## config.mk

```make
export PLATFORM = sky130hd
export DESIGN_NAME = alu_core_flat
export DESIGN_NICKNAME = d
export VERILOG_FILES = /design/src/rtl/alu_pkg.sv /design/src/rtl/alu_if.sv /design/src/rtl/alu_mul_stage.sv /design/src/rtl/alu_core.sv /design/src/flat_wrapper.sv
export SDC_FILE = /design/constraint.sdc
export NUM_CORES = 1
export LEC_CHECK = 0
export CAP_MARGIN = 5
export CELL_PAD_IN_SITES_DETAIL_PLACEMENT = 0
export CELL_PAD_IN_SITES_GLOBAL_PLACEMENT = 1
export CORE_MARGIN = 2
export CORE_UTILIZATION = 43
export DETAILED_ROUTE_END_ITERATION = 7
export PLACE_DENSITY_LB_ADDON = 0.08
export SLEW_MARGIN = 30
export SYNTH_ARGS = -nofsm -noshare
export SYNTH_HDL_FRONTEND = slang
export SYNTH_SLANG_ARGS = --single-unit
```

## constraint.sdc

```tcl
create_clock -name clk -period 5.7 [get_ports clk]
set_clock_uncertainty 0.1 [all_clocks]
set_input_delay 0.57 -clock clk [delete_from_list [all_inputs] [get_ports clk]]
set_output_delay 0.57 -clock clk [all_outputs]
set_load 0.005 [all_outputs]
```

## src/rtl/alu_pkg.sv

```systemverilog
`default_nettype none
// ============================================================================
//  Module      : alu_pkg
//  Description : Shared widths, command codes, flag bundle and operand-need
//                helper for the alu_core datapath.
//  Revision    : 1.0 - initial release
// ============================================================================
package alu_pkg;

    localparam int WIDTH     = 8;
    localparam int CMD_WIDTH = 4;

    // Arithmetic command set (mode = 1)
    typedef enum logic [CMD_WIDTH-1:0] {
        CMD_ADD     = 4'd0,
        CMD_SUB     = 4'd1,
        CMD_ADD_CIN = 4'd2,
        CMD_SUB_CIN = 4'd3,
        CMD_INC_A   = 4'd4,
        CMD_DEC_A   = 4'd5,
        CMD_INC_B   = 4'd6,
        CMD_DEC_B   = 4'd7,
        CMD_CMP     = 4'd8,
        CMD_ADD_MUL = 4'd9,
        CMD_SH_MUL  = 4'd10,
        CMD_SADD    = 4'd11,
        CMD_SSUB    = 4'd12
    } arith_cmd_e;

    // Logical command set (mode = 0)
    typedef enum logic [CMD_WIDTH-1:0] {
        CMD_AND     = 4'd0,
        CMD_NAND    = 4'd1,
        CMD_OR      = 4'd2,
        CMD_NOR     = 4'd3,
        CMD_XOR     = 4'd4,
        CMD_XNOR    = 4'd5,
        CMD_NOT_A   = 4'd6,
        CMD_NOT_B   = 4'd7,
        CMD_SHR1_A  = 4'd8,
        CMD_SHL1_A  = 4'd9,
        CMD_SHR1_B  = 4'd10,
        CMD_SHL1_B  = 4'd11,
        CMD_ROL_A_B = 4'd12,
        CMD_ROR_A_B = 4'd13
    } logic_cmd_e;

    // Status flags travel together through the output register
    typedef struct packed {
        logic oflow;
        logic cout;
        logic g;
        logic l;
        logic e;
        logic err;
        logic neg;
        logic zero;
    } alu_flags_t;

    // Operands a command consumes: bit0 = A, bit1 = B. Undefined codes
    // return 00; they are flagged as illegal by the decoder itself.
    function automatic logic [1:0] operand_need(input logic mode,
                                                input logic [CMD_WIDTH-1:0] cmd);
        logic [1:0] need;
        need = 2'b00;
        if (mode) begin
            case (cmd)
                CMD_INC_A, CMD_DEC_A: need = 2'b01;
                CMD_INC_B, CMD_DEC_B: need = 2'b10;
                CMD_ADD, CMD_SUB, CMD_ADD_CIN, CMD_SUB_CIN, CMD_CMP,
                CMD_ADD_MUL, CMD_SH_MUL, CMD_SADD, CMD_SSUB: need = 2'b11;
                default: need = 2'b00;
            endcase
        end else begin
            case (cmd)
                CMD_NOT_A, CMD_SHR1_A, CMD_SHL1_A: need = 2'b01;
                CMD_NOT_B, CMD_SHR1_B, CMD_SHL1_B: need = 2'b10;
                CMD_AND, CMD_NAND, CMD_OR, CMD_NOR, CMD_XOR, CMD_XNOR,
                CMD_ROL_A_B, CMD_ROR_A_B: need = 2'b11;
                default: need = 2'b00;
            endcase
        end
        return need;
    endfunction

endpackage
`default_nettype wire

```

## src/rtl/alu_if.sv

```systemverilog
`default_nettype none
// ============================================================================
//  Module      : alu_if
//  Description : Operand/command bus into alu_core and result/flag bus out.
//                master = requester, slave = alu_core.
//  Revision    : 1.0 - initial release
// ============================================================================
interface alu_if #(
    parameter int WIDTH     = alu_pkg::WIDTH,
    parameter int CMD_WIDTH = alu_pkg::CMD_WIDTH
);
    logic                   ce;
    logic [WIDTH-1:0]       opa;
    logic [WIDTH-1:0]       opb;
    logic                   cin;
    logic                   mode;
    logic [1:0]             inp_valid;
    logic [CMD_WIDTH-1:0]   cmd;

    logic [2*WIDTH-1:0]     res;
    logic                   oflow;
    logic                   cout;
    logic                   g;
    logic                   l;
    logic                   e;
    logic                   err;
    logic                   neg;
    logic                   zero;

    modport master (
        output ce, opa, opb, cin, mode, inp_valid, cmd,
        input  res, oflow, cout, g, l, e, err, neg, zero
    );

    modport slave (
        input  ce, opa, opb, cin, mode, inp_valid, cmd,
        output res, oflow, cout, g, l, e, err, neg, zero
    );
endinterface
`default_nettype wire

```

## src/rtl/alu_mul_stage.sv

```systemverilog
`default_nettype none
// ============================================================================
//  Module      : alu_mul_stage
//  Description : Product logic for ADD_MUL / SH_MUL plus the extra pipeline
//                register that gives the multiply commands their third cycle.
//  Revision    : 1.0 - initial release
// ============================================================================
module alu_mul_stage #(
    parameter int WIDTH = alu_pkg::WIDTH
) (
    input  wire logic               clk,
    input  wire logic               rst,
    input  wire logic               i_ce,
    input  wire logic               i_start,    // stage 2 holds a multiply
    input  wire logic               i_add_mul,  // 1 = ADD_MUL, 0 = SH_MUL
    input  wire logic               i_err,      // multiply lacks an operand
    input  wire logic [WIDTH-1:0]   i_opa,
    input  wire logic [WIDTH-1:0]   i_opb,
    output logic                    o_valid,
    output logic [2*WIDTH-1:0]      o_prod,
    output logic                    o_err
);
    localparam logic [2*WIDTH-1:0] c_one = {{(2*WIDTH-1){1'b0}}, 1'b1};

    logic [2*WIDTH-1:0] w_a_inc;
    logic [2*WIDTH-1:0] w_b_inc;
    logic [2*WIDTH-1:0] w_a_sh;
    logic [2*WIDTH-1:0] w_b_ext;
    logic [2*WIDTH-1:0] w_prod;

    logic               r_valid;
    logic [2*WIDTH-1:0] r_prod;
    logic               r_err;

    // Operands are widened first so (A+1)*(B+1) keeps all 2*WIDTH bits
    assign w_a_inc = {{WIDTH{1'b0}}, i_opa} + c_one;
    assign w_b_inc = {{WIDTH{1'b0}}, i_opb} + c_one;
    // A<<1 is truncated to WIDTH before the multiply
    assign w_a_sh  = {{WIDTH{1'b0}}, i_opa[WIDTH-2:0], 1'b0};
    assign w_b_ext = {{WIDTH{1'b0}}, i_opb};
    assign w_prod  = i_add_mul ? (w_a_inc * w_b_inc) : (w_a_sh * w_b_ext);

    // Extra multiply register; a missing operand forces a zero product
    always_ff @(posedge clk) begin
        if (rst) begin
            r_valid <= 1'b0;
            r_prod  <= '0;
            r_err   <= 1'b0;
        end else if (i_ce) begin
            r_valid <= i_start;
            r_prod  <= (i_start && !i_err) ? w_prod : '0;
            r_err   <= i_start && i_err;
        end
    end

    assign o_valid = r_valid;
    assign o_prod  = r_prod;
    assign o_err   = r_err;

endmodule
`default_nettype wire

```

## src/rtl/alu_core.sv

```systemverilog
`default_nettype none
// ============================================================================
//  Module      : alu_core
//  Description : Two-stage registered integer ALU (three stages for the
//                multiply commands) with carry/overflow/compare/sign flags.
//  Revision    : 1.0 - initial release
// ============================================================================
module alu_core #(
    parameter int WIDTH     = alu_pkg::WIDTH,
    parameter int CMD_WIDTH = alu_pkg::CMD_WIDTH
) (
    input  wire logic   clk,
    input  wire logic   rst,
    alu_if.slave        bus
);
    import alu_pkg::*;

    localparam logic [WIDTH:0] c_one = {{WIDTH{1'b0}}, 1'b1};

    // Stage 1: captured command and operands
    logic                   r_mode;
    logic                   r_cin;
    logic [WIDTH-1:0]       r_opa;
    logic [WIDTH-1:0]       r_opb;
    logic [CMD_WIDTH-1:0]   r_cmd;
    logic [1:0]             r_inp_valid;

    // Stage 2: registered result and flags
    logic [2*WIDTH-1:0]     r_res;
    alu_flags_t             r_flags;

    logic [WIDTH:0]         w_sum;
    logic [WIDTH:0]         w_sum_c;
    logic [WIDTH:0]         w_diff;
    logic [WIDTH:0]         w_diff_c;
    logic [WIDTH:0]         w_inc_a;
    logic [WIDTH:0]         w_dec_a;
    logic [WIDTH:0]         w_inc_b;
    logic [WIDTH:0]         w_dec_b;
    logic [WIDTH-1:0]       w_rol;
    logic [WIDTH-1:0]       w_ror;
    logic [$clog2(WIDTH)-1:0] w_amt;
    logic [1:0]             w_need;
    logic                   w_missing;
    logic                   w_is_mul;
    logic                   w_is_add_mul;
    logic [2*WIDTH-1:0]     w_res;
    alu_flags_t             w_flags;
    logic                   w_mul_valid;
    logic [2*WIDTH-1:0]     w_mul_prod;
    logic                   w_mul_err;
    alu_flags_t             w_mul_flags;

    function automatic logic [2*WIDTH-1:0] zext_w(input logic [WIDTH-1:0] x);
        return {{WIDTH{1'b0}}, x};
    endfunction

    function automatic logic [2*WIDTH-1:0] zext_w1(input logic [WIDTH:0] x);
        return {{(WIDTH-1){1'b0}}, x};
    endfunction

    // Stage 1 capture; reset wins over ce
    always_ff @(posedge clk) begin
        if (rst) begin
            r_mode      <= 1'b0;
            r_cin       <= 1'b0;
            r_opa       <= '0;
            r_opb       <= '0;
            r_cmd       <= '0;
            r_inp_valid <= 2'b00;
        end else if (bus.ce) begin
            r_mode      <= bus.mode;
            r_cin       <= bus.cin;
            r_opa       <= bus.opa;
            r_opb       <= bus.opb;
            r_cmd       <= bus.cmd;
            r_inp_valid <= bus.inp_valid;
        end
    end

    // Shared WIDTH+1 adders: bit WIDTH is the carry, or the borrow for
    // subtraction (the difference is negative exactly when A < B (+cin)).
    assign w_sum    = {1'b0, r_opa} + {1'b0, r_opb};
    assign w_sum_c  = w_sum + {{WIDTH{1'b0}}, r_cin};
    assign w_diff   = {1'b0, r_opa} - {1'b0, r_opb};
    assign w_diff_c = w_diff - {{WIDTH{1'b0}}, r_cin};
    assign w_inc_a  = {1'b0, r_opa} + c_one;
    assign w_dec_a  = {1'b0, r_opa} - c_one;
    assign w_inc_b  = {1'b0, r_opb} + c_one;
    assign w_dec_b  = {1'b0, r_opb} - c_one;

    // Rotates use only the low log2(WIDTH) bits of B as the amount
    assign w_amt = r_opb[$clog2(WIDTH)-1:0];
    assign w_rol = (r_opa << w_amt) | (r_opa >> (WIDTH - int'(w_amt)));
    assign w_ror = (r_opa >> w_amt) | (r_opa << (WIDTH - int'(w_amt)));

    assign w_need       = operand_need(r_mode, r_cmd);
    assign w_missing    = (r_inp_valid == 2'b00) || ((w_need & ~r_inp_valid) != 2'b00);
    assign w_is_add_mul = (r_cmd == CMD_ADD_MUL);
    assign w_is_mul     = r_mode && (w_is_add_mul || (r_cmd == CMD_SH_MUL));

    // Stage 2 decode for every non-multiply command
    always_comb begin
        w_res   = '0;
        w_flags = '0;
        if (w_missing) begin
            w_flags.err = 1'b1;
        end else if (r_mode) begin
            case (r_cmd)
                CMD_ADD: begin
                    w_res        = zext_w(w_sum[WIDTH-1:0]);
                    w_flags.cout = w_sum[WIDTH];
                end
                CMD_SUB: begin
                    w_res         = zext_w(w_diff[WIDTH-1:0]);
                    w_flags.oflow = w_diff[WIDTH];
                end
                CMD_ADD_CIN: begin
                    w_res        = zext_w(w_sum_c[WIDTH-1:0]);
                    w_flags.cout = w_sum_c[WIDTH];
                end
                CMD_SUB_CIN: begin
                    w_res         = zext_w(w_diff_c[WIDTH-1:0]);
                    w_flags.oflow = w_diff_c[WIDTH];
                end
                CMD_INC_A: w_res = zext_w1(w_inc_a);
                CMD_DEC_A: w_res = zext_w1(w_dec_a);
                CMD_INC_B: w_res = zext_w1(w_inc_b);
                CMD_DEC_B: w_res = zext_w1(w_dec_b);
                CMD_CMP: begin
                    w_flags.g = (r_opa > r_opb);
                    w_flags.l = (r_opa < r_opb);
                    w_flags.e = (r_opa == r_opb);
                end
                // Multiplies are produced by the mul stage, not here
                CMD_ADD_MUL, CMD_SH_MUL: w_res = '0;
                CMD_SADD: begin
                    w_res         = zext_w(w_sum[WIDTH-1:0]);
                    w_flags.oflow = (r_opa[WIDTH-1] == r_opb[WIDTH-1]) &&
                                    (w_sum[WIDTH-1] != r_opa[WIDTH-1]);
                    w_flags.neg   = w_sum[WIDTH-1];
                    w_flags.zero  = (w_sum[WIDTH-1:0] == '0);
                end
                CMD_SSUB: begin
                    w_res         = zext_w(w_diff[WIDTH-1:0]);
                    w_flags.oflow = (r_opa[WIDTH-1] != r_opb[WIDTH-1]) &&
                                    (w_diff[WIDTH-1] != r_opa[WIDTH-1]);
                    w_flags.neg   = w_diff[WIDTH-1];
                    w_flags.zero  = (w_diff[WIDTH-1:0] == '0);
                end
                default: w_flags.err = 1'b1;
            endcase
        end else begin
            case (r_cmd)
                CMD_AND:    w_res = zext_w(r_opa & r_opb);
                CMD_NAND:   w_res = zext_w(~(r_opa & r_opb));
                CMD_OR:     w_res = zext_w(r_opa | r_opb);
                CMD_NOR:    w_res = zext_w(~(r_opa | r_opb));
                CMD_XOR:    w_res = zext_w(r_opa ^ r_opb);
                CMD_XNOR:   w_res = zext_w(~(r_opa ^ r_opb));
                CMD_NOT_A:  w_res = zext_w(~r_opa);
                CMD_NOT_B:  w_res = zext_w(~r_opb);
                CMD_SHR1_A: w_res = zext_w(r_opa >> 1);
                CMD_SHL1_A: w_res = zext_w(r_opa << 1);
                CMD_SHR1_B: w_res = zext_w(r_opb >> 1);
                CMD_SHL1_B: w_res = zext_w(r_opb << 1);
                // Out-of-range rotate amount is flagged but the rotate is kept
                CMD_ROL_A_B: begin
                    w_res       = zext_w(w_rol);
                    w_flags.err = |r_opb[WIDTH-1:4];
                end
                CMD_ROR_A_B: begin
                    w_res       = zext_w(w_ror);
                    w_flags.err = |r_opb[WIDTH-1:4];
                end
                default: w_flags.err = 1'b1;
            endcase
        end
    end

    alu_mul_stage #(
        .WIDTH      (WIDTH)
    ) u_mul (
        .clk        (clk),
        .rst        (rst),
        .i_ce       (bus.ce),
        .i_start    (w_is_mul),
        .i_add_mul  (w_is_add_mul),
        .i_err      (w_missing),
        .i_opa      (r_opa),
        .i_opb      (r_opb),
        .o_valid    (w_mul_valid),
        .o_prod     (w_mul_prod),
        .o_err      (w_mul_err)
    );

    // A finished multiply reports only its error flag
    always_comb begin
        w_mul_flags     = '0;
        w_mul_flags.err = w_mul_err;
    end

    // Output register. A non-multiply in stage 2 always lands; otherwise a
    // multiply leaving the extra stage lands; otherwise outputs hold. A
    // non-multiply issued right behind a multiply therefore displaces it.
    always_ff @(posedge clk) begin
        if (rst) begin
            r_res   <= '0;
            r_flags <= '0;
        end else if (bus.ce) begin
            if (!w_is_mul) begin
                r_res   <= w_res;
                r_flags <= w_flags;
            end else if (w_mul_valid) begin
                r_res   <= w_mul_prod;
                r_flags <= w_mul_flags;
            end
        end
    end

    assign bus.res   = r_res;
    assign bus.oflow = r_flags.oflow;
    assign bus.cout  = r_flags.cout;
    assign bus.g     = r_flags.g;
    assign bus.l     = r_flags.l;
    assign bus.e     = r_flags.e;
    assign bus.err   = r_flags.err;
    assign bus.neg   = r_flags.neg;
    assign bus.zero  = r_flags.zero;

endmodule
`default_nettype wire

```

## src/flat_wrapper.sv

```systemverilog
// flat-port wrapper written by rule: the top's interface ports become plain ports
module alu_core_flat import alu_pkg::*;
#(
    parameter int WIDTH     = alu_pkg::WIDTH,
    parameter int CMD_WIDTH = alu_pkg::CMD_WIDTH
)
  (clk, rst, bus_ce, bus_opa, bus_opb, bus_cin, bus_mode, bus_inp_valid, bus_cmd, bus_res, bus_oflow, bus_cout, bus_g, bus_l, bus_e, bus_err, bus_neg, bus_zero);
  alu_if #(.WIDTH(WIDTH), .CMD_WIDTH(CMD_WIDTH)) bus_i ();
  input  wire logic clk;
  input  wire logic rst;
  input wire logic [$bits(bus_i.ce)-1:0] bus_ce;
  input wire logic [$bits(bus_i.opa)-1:0] bus_opa;
  input wire logic [$bits(bus_i.opb)-1:0] bus_opb;
  input wire logic [$bits(bus_i.cin)-1:0] bus_cin;
  input wire logic [$bits(bus_i.mode)-1:0] bus_mode;
  input wire logic [$bits(bus_i.inp_valid)-1:0] bus_inp_valid;
  input wire logic [$bits(bus_i.cmd)-1:0] bus_cmd;
  output wire logic [$bits(bus_i.res)-1:0] bus_res;
  output wire logic [$bits(bus_i.oflow)-1:0] bus_oflow;
  output wire logic [$bits(bus_i.cout)-1:0] bus_cout;
  output wire logic [$bits(bus_i.g)-1:0] bus_g;
  output wire logic [$bits(bus_i.l)-1:0] bus_l;
  output wire logic [$bits(bus_i.e)-1:0] bus_e;
  output wire logic [$bits(bus_i.err)-1:0] bus_err;
  output wire logic [$bits(bus_i.neg)-1:0] bus_neg;
  output wire logic [$bits(bus_i.zero)-1:0] bus_zero;
  assign bus_i.ce = bus_ce;
  assign bus_i.opa = bus_opa;
  assign bus_i.opb = bus_opb;
  assign bus_i.cin = bus_cin;
  assign bus_i.mode = bus_mode;
  assign bus_i.inp_valid = bus_inp_valid;
  assign bus_i.cmd = bus_cmd;
  assign bus_res = bus_i.res;
  assign bus_oflow = bus_i.oflow;
  assign bus_cout = bus_i.cout;
  assign bus_g = bus_i.g;
  assign bus_l = bus_i.l;
  assign bus_e = bus_i.e;
  assign bus_err = bus_i.err;
  assign bus_neg = bus_i.neg;
  assign bus_zero = bus_i.zero;
  alu_core #(.WIDTH(WIDTH), .CMD_WIDTH(CMD_WIDTH)) u_core (.clk(clk), .rst(rst), .bus(bus_i));
endmodule
```

* After elaboration in Yosys (flattened, before gate mapping)
Memories as Yosys holds them, arrays and structs flattened. A register that Yosys moved wholly into a read port is not among the register bits.
Cells that the tools add are included.
** Operators by class
- Bitwise gates (word level) :: 12
- Magnitude comparators :: 2
- Multiplexer cells :: 27
- $mul :: 2
- Add/subtract/negate cells :: 11
- Shifts and indexed selects :: 4
- Eq/ne operators :: 19
- Reduce and logical (&&, ||, !) cells :: 20
** Operators with widths (number)
- 8-bit case mux with 14 select lines :: 1
- 16-bit 2-to-1 mux :: 6
- 9-bit case mux with 8 select lines :: 1
- 8-bit NOT :: 5
- 8-bit by 1-bit adder with 9-bit output (second input constant) :: 4
- 8-bit by 32-bit << shifter with 8-bit output :: 1
- 8-bit by 32-bit right shift with 8-bit output :: 1
- 4-bit == test (second input constant) :: 6
- 8-bit bitwise OR :: 3
- 8-bit by 1-bit subtractor with 9-bit output (second input constant) :: 2
- 4-bit by 3-bit == test with 1-bit output (second input constant) :: 4
- 8-bit logical NOT :: 2
- 16-bit by 9-bit multiplier with 16-bit output :: 1
- 4-bit 2-to-1 mux :: 4
- 8-bit 2-to-1 mux :: 2
- 7-bit by 8-bit multiplier with 15-bit output :: 1
- 13-bit OR reduction :: 1
- 12-bit OR reduction :: 1
- 5-bit 2-to-1 mux :: 2
- 8-bit by 8-bit adder with 9-bit output :: 1
- 9-bit by 1-bit adder with 9-bit output :: 1
- 8-bit by 8-bit subtractor with 9-bit output :: 1
- 9-bit by 1-bit subtractor with 9-bit output :: 1
- 8-bit AND :: 1
- other kinds (29) :: 44
** Word-level totals
- Memory bits (read-only) :: 64
- Input bits :: 27
- Flip-flop bits (word level) :: 66
- Logic and storage cells :: 117
- Memories :: 2
** Memory list
- (no name shown) :: words 16, width 2, read ports 1, clocked after Yosys merged registers in 1, write ports 0, RTL line alu_pkg.sv:67 : case (cmd)
- (no name shown) :: words 16, width 2, read ports 1, clocked after Yosys merged registers in 1, write ports 0, RTL line alu_pkg.sv:75 : case (cmd)

* Logic depth before layout (Yosys ltp)
Gate-level depths: netlist of run 1.
- Word-level depth :: 7
- Mapped depth :: 24
- Gate-level depth less buffers :: 20

* By module
From an unflattened synthesis of run 1, not the netlist that was laid out.
** Unflattened totals
- Cells, all modules :: 1517
- Area total of the unflattened synthesis :: 11877.6 µm²
** By module, submodules not included
- alu_core :: area each 6556.3 µm², cells an instance 867, times used 1
- alu_mul_stage :: area each 5321.4 µm², cells an instance 650, times used 1

* Least setup slack after synthesis of run 1
No wires, ideal clock.
- Path kind :: reg2reg
- From :: register u_core.r_opb[0]
- To :: register u_core.u_mul.r_prod[15], in the netlist u_core.u_mul.o_prod[15]
- Stages on the path, launching flop included :: 24
- Library setup time :: 0.070 ns
- Period minus slack after synthesis :: 6.113 ns
- Data arrival time :: 5.943 ns
- Setup slack :: -0.413 ns
- Required time :: 5.530 ns
- Cells stage by stage :: dfxtp_1 -> buf_2 -> buf_2 -> inv_1 -> buf_1 -> ha_1 -> clkbuf_1 -> clkbuf_1 -> nand2_1 -> fa_1 -> inv_1 -> fa_1 -> inv_1 -> fa_1 -> fa_1 -> inv_1 -> ha_1 -> o21ai_0 -> o21ai_0 -> and2_1 -> a311oi_1 -> or4_1 -> a211o_1 -> a21oi_1
** Between the ends
- Word-level cells in the longest chain between the ends :: 4
- Elaborated cells on any way between the ends :: 5
- Classes of those cells :: add/sub (1); mul (2); mux (2)
** Ends and longest elaborated chain
- start, declared :: RTL line alu_core.sv:24 : logic [WIDTH-1:0] r_opb;
- start signal, assigned :: RTL line alu_core.sv:75 : r_opb <= bus.opb;
- 8-bit by 1-bit adder with 9-bit output :: RTL line alu_mul_stage.sv:37 : assign w_b_inc = {{WIDTH{1'b0}}, i_opb} + c_one;
- 16-bit by 9-bit multiplier with 16-bit output :: RTL line alu_mul_stage.sv:41 : assign w_prod = i_add_mul ? (w_a_inc * w_b_inc) : (w_a_sh * w_b_ext);
- 16-bit 2-to-1 mux * :: RTL line alu_mul_stage.sv:41
- 16-bit 2-to-1 mux * :: RTL line alu_mul_stage.sv:51 : r_prod <= (i_start && !i_err) ? w_prod : '0;
- end signal, assigned :: RTL line alu_mul_stage.sv:51
- end, declared :: RTL line alu_mul_stage.sv:32 : logic [2*WIDTH-1:0] r_prod;
Mark *: on every way between the ends. The rest lies on a longest branch, timed or not.
A chain may end at the register's enable or synchronous reset.

* Worst setup path in the final report of run 1
- From :: register u_core.r_opa[2]
- To :: register u_core.u_mul.r_prod[15], in the netlist u_core.u_mul.o_prod[15]
** Between the ends
- Word-level cells in the longest chain between the ends :: 4
- Elaborated cells on any way between the ends :: 5
- Classes of those cells :: add/sub (1); mul (2); mux (2)
** Ends and longest elaborated chain
- start, declared :: RTL line alu_core.sv:23 : logic [WIDTH-1:0] r_opa;
- start signal, assigned :: RTL line alu_core.sv:74 : r_opa <= bus.opa;
- 8-bit by 1-bit adder with 9-bit output :: RTL line alu_mul_stage.sv:36 : assign w_a_inc = {{WIDTH{1'b0}}, i_opa} + c_one;
- 16-bit by 9-bit multiplier with 16-bit output :: RTL line alu_mul_stage.sv:41
- 16-bit 2-to-1 mux * :: RTL line alu_mul_stage.sv:41
- 16-bit 2-to-1 mux * :: RTL line alu_mul_stage.sv:51
Marked as above.

==> results of run 1 <==
## where the power goes
part,internal [mW],switching [mW],total (mW)
registers,0.505,0.0134,0.518
clock network,0.304,0.254,0.558
logic,0.325,0.567,0.892
## state kept, by name, indices dropped and copies added (netlist names), 2 cells and up, named ones only
signal / cells
u_core.bus.res: 16
u_core.r_cmd: 4
u_core.r_inp_valid: 2
u_core.r_opa: 8
u_core.r_opb: 8
u_core.u_mul.o_prod: 16
## cell usage after synthesis, drive strengths merged, types with 9 or more instances
| library cell | instances | area share [%] |
|---|---|---|
| nand2 | 134 | 4.5 |
| mux2i | 57 | 5.1 |
| xnor2 | 46 | 3.6 |
| a32oi | 10 | 0.78 |
| or3 | 13 | 0.72 |
| o211ai | 13 | 0.86 |
| a21oi | 78 | 3.5 |
| nor2 | 177 | 5.9 |
| o21a | 11 | 0.73 |
| a22oi | 16 | 1.1 |
| dfxtp | 70 | 12 |
| and2 | 10 | 0.55 |
| nand3 | 38 | 1.7 |
| nand2b | 18 | 1.0 |
| buf | 43 | 1.7 |
| clkbuf | 54 | 1.8 |
| a211oi | 18 | 1.2 |
| a311oi | 9 | 0.70 |
| nor2b | 13 | 0.72 |
| o21ai | 56 | 2.5 |
| nand4 | 11 | 0.66 |
| nor3 | 46 | 2.0 |
| xor2 | 21 | 1.6 |
| fa | 80 | 14 |
| ha | 101 | 11 |
| inv | 159 | 5.3 |
| or2 | 12 | 0.66 |
| o22ai | 14 | 0.78 |
| a221oi | 11 | 0.85 |
| a21o | 9 | 0.60 |
## layer usage
layer,track usage (%),vias up
met2,45.32,488
met4,14.22,0
met3,7.388,99
li1,-,5248
met1,45.14,5362
met5,0,-
## cell families after synthesis
group,Yosys count,share of synthesized area [%]
xor gates and xnor gates,68,5.394
adders and majority gates,181,25.36
AOI/OAI and AO/OA,321,19.23
DFF,70,12.40
buffers and inverters,258,8.860
and+or+nand+nor,518,21.61
muxes,71,7.144
## final cells by class
| type | instances | area share, % |
|---|---|---|
| Tap cell | 335 | 3.278 |
| Inverter | 161 | 4.726 |
| Sequential cell | 70 | 11.02 |
| Timing Repair Buffer | 131 | 8.591 |
| Clock inverter | 7 | 0.4795 |
| Clock buffer | 9 | 1.761 |
| Multi-Input combinational cell | 1159 | 70.15 |
## worst max-delay path, cell delays in order, from the launching register on
cell and delay [ns]:
dfxtp_1 0.39, and4_4 0.24, and4_2 0.27, xnor2_1 0.09, or2_2 0.31, fa_1 0.48, inv_1 0.05, fa_1 0.50
inv_1 0.05, fa_1 0.47, fa_2 0.65, inv_1 0.06, ha_1 0.30, o21ai_0 0.11, o21ai_1 0.18, and2_1 0.18
a311oi_1 0.12, or4_1 0.55, a211o_1 0.28, a21oi_1 0.11
## timing repair
item / 4_1_cts / 5_1_grt
hold buffers: 0 / 0
gates resized for setup: 0 / 16
setup buffers: 0 / 1
setup endpoints to repair: 0 / 4
## worst max path at each step
| stage | to | slack, ns | cells past startpoint | startpoint |
|---|---|---|---|---|
| 2_1_floorplan | u_core.u_mul.o_prod[15]$_SDFFE_PP0P_ | 0.002 | 23 | u_core.r_opb[0]$_SDFFE_PP0P_ |
| 6_report | u_core.u_mul.o_prod[15]$_SDFFE_PP0P_ | 0.17 | 19 | u_core.r_opa[2]$_SDFFE_PP0P_ |
| 3_3_place_gp | u_core.u_mul.o_prod[15]$_SDFFE_PP0P_ | 0.15 | 19 | u_core.r_opb[3]$_SDFFE_PP0P_ |
| 4_1_cts | u_core.u_mul.o_prod[15]$_SDFFE_PP0P_ | 0.07 | 19 | u_core.r_opb[4]$_SDFFE_PP0P_ |
| 5_1_grt | u_core.u_mul.o_prod[15]$_SDFFE_PP0P_ | -0.07 | 20 | u_core.r_opa[2]$_SDFFE_PP0P_ |
| 3_5_place_dp | u_core.u_mul.o_prod[15]$_SDFFE_PP0P_ | 0.09 | 19 | u_core.r_opb[4]$_SDFFE_PP0P_ |
## stage by stage
step	total power, mW	hold slack, ns	utilization (%)
2_1_floorplan	1.088	0.3415	-
3_3_place_gp	1.387	0.3506	47.97
3_5_place_dp	1.386	0.3518	47.97
4_1_cts	1.953	0.3604	49.08
5_1_grt	2.075	0.3836	49.35
6_report	1.968	0.3592	49.35
## placed cells by master, fill, tap and decap left out, drive strengths merged, types with 11 or more instances in the layout
cell             n
a211oi          18
a21oi           78
a221oi          11
a22oi           16
buf             83
clkdlybuf4s50   48
dfxtp           70
fa              80
ha             101
inv            164
mux2i           57
nand2          134
nand2b          18
nand3           38
nand4           11
nor2           177
nor2b           13
nor3            46
o211ai          13
o21a            11
o21ai           56
o22ai           14
or2             12
or3             13
xnor2           46
xor2            21
==> impl_metrics.ini, run 1 <==
[global_routing]
grt_use_total_pct = 31.65
grt_max_degree = 66
grt_antenna_before_repair = 0
grt_pass1_vias = 11050
grt_pass1_wl_um = 67430
grt-ovfl-total = 0

[detailed_routing]
routed-wl-met3_um = 3788
drcViolationCount = 0
top_signal_layer_used = met4
ant_nets = 0
wirelength_met1_um = 19760
drt_iter0_markers = 1045
avgViaCountPerCell = 5.981
detail_route.wl_per_cell_um = 23.26
detailed_routed_wire_length_on_met2_um = 17880
detailroute.via_count = 11197
route.final.wire_length_um = 43550
detail_route.first_pass.iterations = 7

[worst_setup_path]
critPathMaxFanout = 4
r2r-end = u_core.u_mul.o_prod[15]$_SDFFE_PP0P_
critical_path_class = flop to flop
cp_endpoint_kind = flop
critPathLaunchType = flop
reg2reg_slack_ns = 0.17
crit_arrival_ns = 5.71
worstReg2RegStart = u_core.r_opa[2]$_SDFFE_PP0P_
r2r.worst_path.cells = 19
cp.required_ns = 5.87

[flow_run]
maxCapViolations = 0

[logic_synthesis]
syn_area_per_cell_um2 = 7.597
synth_net_count = 1695
synth_edf_count = 0
ys_types = 79
yosysWarnings = 0
syn-cell-area_um2 = 11300
syn-instance-count = 1487
synth-async-reset-ratio_pct = 0
ys.flop_type = dfxtp_1
ys_seq_area_share_pct = 12.40
postSynthRegisterBits = 70

[finish]
area_growth_syn_to_layout_pct = 13.19
final_cell_count_no_fill = 1872
area.sequential_um2 = 1409
nNetsFinal = 1740
final_cell_area_um2 = 12790
multi_input_comb_area_um2 = 8970
antenna_cells_inserted = 0
nFillCells = 2621
final_layout_size_suffix_gt1_share_pct = 9.629

[timing]
final.min_clock_period_ns = 5.534
worst_path_setup_slack_after_routing_ns = 0.1659
timing.slew.headroom_pct = 34.71
setup_tns_ns = 0
fmax_mhz = 180.7
setup_viol = 0
worst-slew-pin-transition_ns = 0.9793
slew_viol_final = 0
finalHoldViolations = 0
final_min_period_over_clock_period_pct = 97.09
unrepaired_setup_endpoints_after_global_routing = true

[clocking]
cts_tree = yes
max-clock-path-buffers = 2
cts.sink_count = 70
insertion_delay_ns = 0.34
clkSlewWorstSetupHoldPaths_ns = 0.07
htree_levels = 3
ctsRootBufferMaster = clkbuf_16
tritoncts.num_buffers = 9

[hold_path]
holdPathStages = 2
hold_start = u_core.bus.e$_SDFFE_PP0P_
min_path_type = flop to flop
timing.hold.worst_endpoint = u_core.bus.e$_SDFFE_PP0P_

[floorplan]
floorplan.core_area_um2 = 25910
floorplan.rows = 59
dieWidth_um = 166.1
die-height_um = 166.1
floorplan.initialDensity_pct = 43.60
top_level_ports = 51
design.die.area_um2 = 27580

[place]
hpwlAfterDp_um = 34020
placement.io_buffers = 50
routabilityCongestion = 0.9680
post_dp_cell_area_um2 = 12430
placed_cell_count = 1855
dpl_worst_slack_ns = 0.08525

[outcome]
status = finished, final reports clean

[power]
total_leakage_power_nw = 5.550
peakVddDrop_v = 0.0001470
p_per_area_nw_per_um2 = 153.9
Power figures use the tool's default switching activity.
==> inputs of run 2 (changes only) <==
--- a/config.mk
+++ b/config.mk
@@ -11,6 +11,8 @@
 export CORE_MARGIN = 2
 export CORE_UTILIZATION = 43
+export CTS_CLUSTER_SIZE = 8
 export DETAILED_ROUTE_END_ITERATION = 7
 export PLACE_DENSITY_LB_ADDON = 0.08
+export REMOVE_ABC_BUFFERS = 1
 export SLEW_MARGIN = 30
 export SYNTH_ARGS = -nofsm -noshare
==> constraint.sdc (replaced) <==
create_clock -name clk -period 5.7 [get_ports clk]
set_clock_uncertainty 0.1 [all_clocks]
set_input_delay 0.855 -clock clk [delete_from_list [all_inputs] [get_ports clk]]
set_output_delay 0.855 -clock clk [all_outputs]
set_load 0.005 [all_outputs]
==> impl_metrics.ini, run 2 (synthesis gave the netlist of run 1 again) <==
[outcome]
status = finished, final reports clean

[power]
seq_power_share_pct = 26.3
total_leakage_power_nw = 5.570
power.clock.fraction_pct = 29.6
share_comb_of_total_power_pct = 44.1
cell_internal_pwr_mw = 1.173
peakVddDrop_v = 0.0001334
total_switching_power_mw = 0.8228
power.switching_fraction_pct = 41.22
p_per_area_nw_per_um2 = 154.9

[global_routing]
grt-ovfl-total = 0
grt_pass1_vias = 10975
grt_pass1_wl_um = 69840
grt_use_total_pct = 32.93
grt_antenna_before_repair = 0
grt_max_degree = 46

[hold_path]
min_path_type = flop to flop

[clocking]
htree_levels = 3
cts.sink_count = 70
tritoncts.num_buffers = 9
insertion_delay_ns = 0.35
cts_tree = yes
ctsHoldBuffers = 0
ctsRootBufferMaster = clkbuf_16
clkSlewWorstSetupHoldPaths_ns = 0.07
max-clock-path-buffers = 2

[detailed_routing]
detail_route.first_pass.iterations = 6
detail_route.wl_per_cell_um = 24.36
avgViaCountPerCell = 6.077
drt_iter0_markers = 1266
detailroute.via_count = 11389
ant_nets = 0
route.final.wire_length_um = 45650
drcViolationCount = 0

[place]
placed_cell_count = 1853
hpwlAfterDp_um = 35740
placement.io_buffers = 50
routabilityCongestion = 0.9677

[timing]
timing.slew.headroom_pct = 32.15
hold-worst-slack_ns = 0.3561
worst-slew-pin-transition_ns = 1.016
slew_viol_final = 0
final_min_period_over_clock_period_pct = 95.53
final.min_clock_period_ns = 5.445
finalHoldViolations = 0
setup_viol = 0
fmax_mhz = 183.6

[finish]
fin_util_pct = 49.74
area_growth_syn_to_layout_pct = 14.09
final_layout_size_suffix_gt1_share_pct = 10.07
nFillCells = 2590
nNetsFinal = 1742
final_cell_count_no_fill = 1874
final_common_cell = nor2_1
most-common-layout-cells = 177 x nor2_1, 159 x inv_1, 134 x nand2_1, 98 x ha_1, 80 x fa_1
antenna_cells_inserted = 0

[worst_setup_path]
max_stage_delay_ns = 0.56
critPathLaunchType = flop
crit_arrival_ns = 5.63
critical-path-top-cell-by-count = fa_1
critPathMaxFanout = 3
cp.required_ns = 5.88
critical_path_class = flop to flop
cp_slowest_cell = fa_1
cp_endpoint_kind = flop
crit_path_cell_trace = and4_1 > and4_1 > xnor2_1 > or2_2 > fa_1 > inv_1 > fa_1 > inv_1 > fa_1 > fa_1 > inv_1 > ha_1 > o21ai_0 > o21ai_1 > and2_1 > a311oi_1 > or4_1 > a211o_1 > a21oi_1

[floorplan]
design.die.area_um2 = 27580
dieWidth_um = 166.1
die-height_um = 166.1
floorplan.rows = 59
floorplan.initialDensity_pct = 43.60
top_level_ports = 51
floorplan.core_area_um2 = 25910

[flow_run]
maxCapViolations = 0
-- run 2: worst max-delay path: cells and delay by family, from the launching register on --
kind	cells	cell delay (ns)
adder cells (fa/ha/maj)	5	2.34
AND/OR/NAND/NOR	5	1.57
AO/OA/AOI/OAI	5	0.78
flip-flops	1	0.33
buffers and inverters	3	0.16
XOR/XNOR	1	0.11
-- run 2: power by group through the flow --
stage          logic (mW)  registers [mW]  clock network (mW)
4_1_cts             0.853           0.523               0.602
2_1_floorplan       0.493           0.564                   0
6_report            0.880           0.525               0.591
5_1_grt             0.955           0.526               0.618
3_5_place_dp        0.844           0.534                   0
3_3_place_gp        0.846           0.534                   0
-- run 2: worst paths after layout --
kind / slack (ns) / start / cells after the start / endpoint
worst min-delay path: 0.36 / u_core.bus.neg$_SDFFE_PP0P_ / 2 / u_core.bus.neg$_SDFFE_PP0P_
worst max-delay path: 0.25 / u_core.r_opa[4]$_SDFFE_PP0P_ / 19 / u_core.u_mul.o_prod[15]$_SDFFE_PP0P_
worst max register to register: 0.25 / u_core.r_opa[4]$_SDFFE_PP0P_ / 19 / u_core.u_mul.o_prod[15]$_SDFFE_PP0P_
worst min register to register: 0.36 / u_core.bus.neg$_SDFFE_PP0P_ / 2 / u_core.bus.neg$_SDFFE_PP0P_
-- run 2: per-layer routing --
layer / wire (µm) / share of wire [%] / track usage, %
met1: 20040 / 44 / 46.48
met2: 20290 / 44 / 51.60
met3: 3504 / 7.7 / 5.052
met4: 1827 / 4.0 / 10.93
met5: 0 / 0 / 0
-- run 2: timing repair --
item | 4_1_cts | 5_1_grt
setup endpoints to repair | 1 | 5
gates resized for setup | 1 | 24
buffers inserted | 0 | 5
cloned | 0 | 0
pin swaps | 0 | 2
-- run 2: per-stage QoR --
step	power (mW)	worst slack [ns]	setup TNS, ns	instance area, µm²
2_1_floorplan	1.056	-0.6231	-2.166	10900
3_3_place_gp	1.380	0.08944	0	12420
3_5_place_dp	1.378	0.009848	0	12430
4_1_cts	1.978	0.07685	0	12750
5_1_grt	2.099	-0.006001	-0.006001	12890
6_report	1.996	0.2548	0	12890
-- run 2: cell type report --
cell class,count,area (µm²),share of cell area [%]
Multi-Input combinational cell,1159,9005,69.87
Sequential cell,70,1409,10.93
Timing Repair Buffer,133,1145,8.883
Inverter,161,604.3,4.689
Tap cell,335,419.2,3.252
Clock buffer,9,225.2,1.747
Clock inverter,7,81.33,0.6310
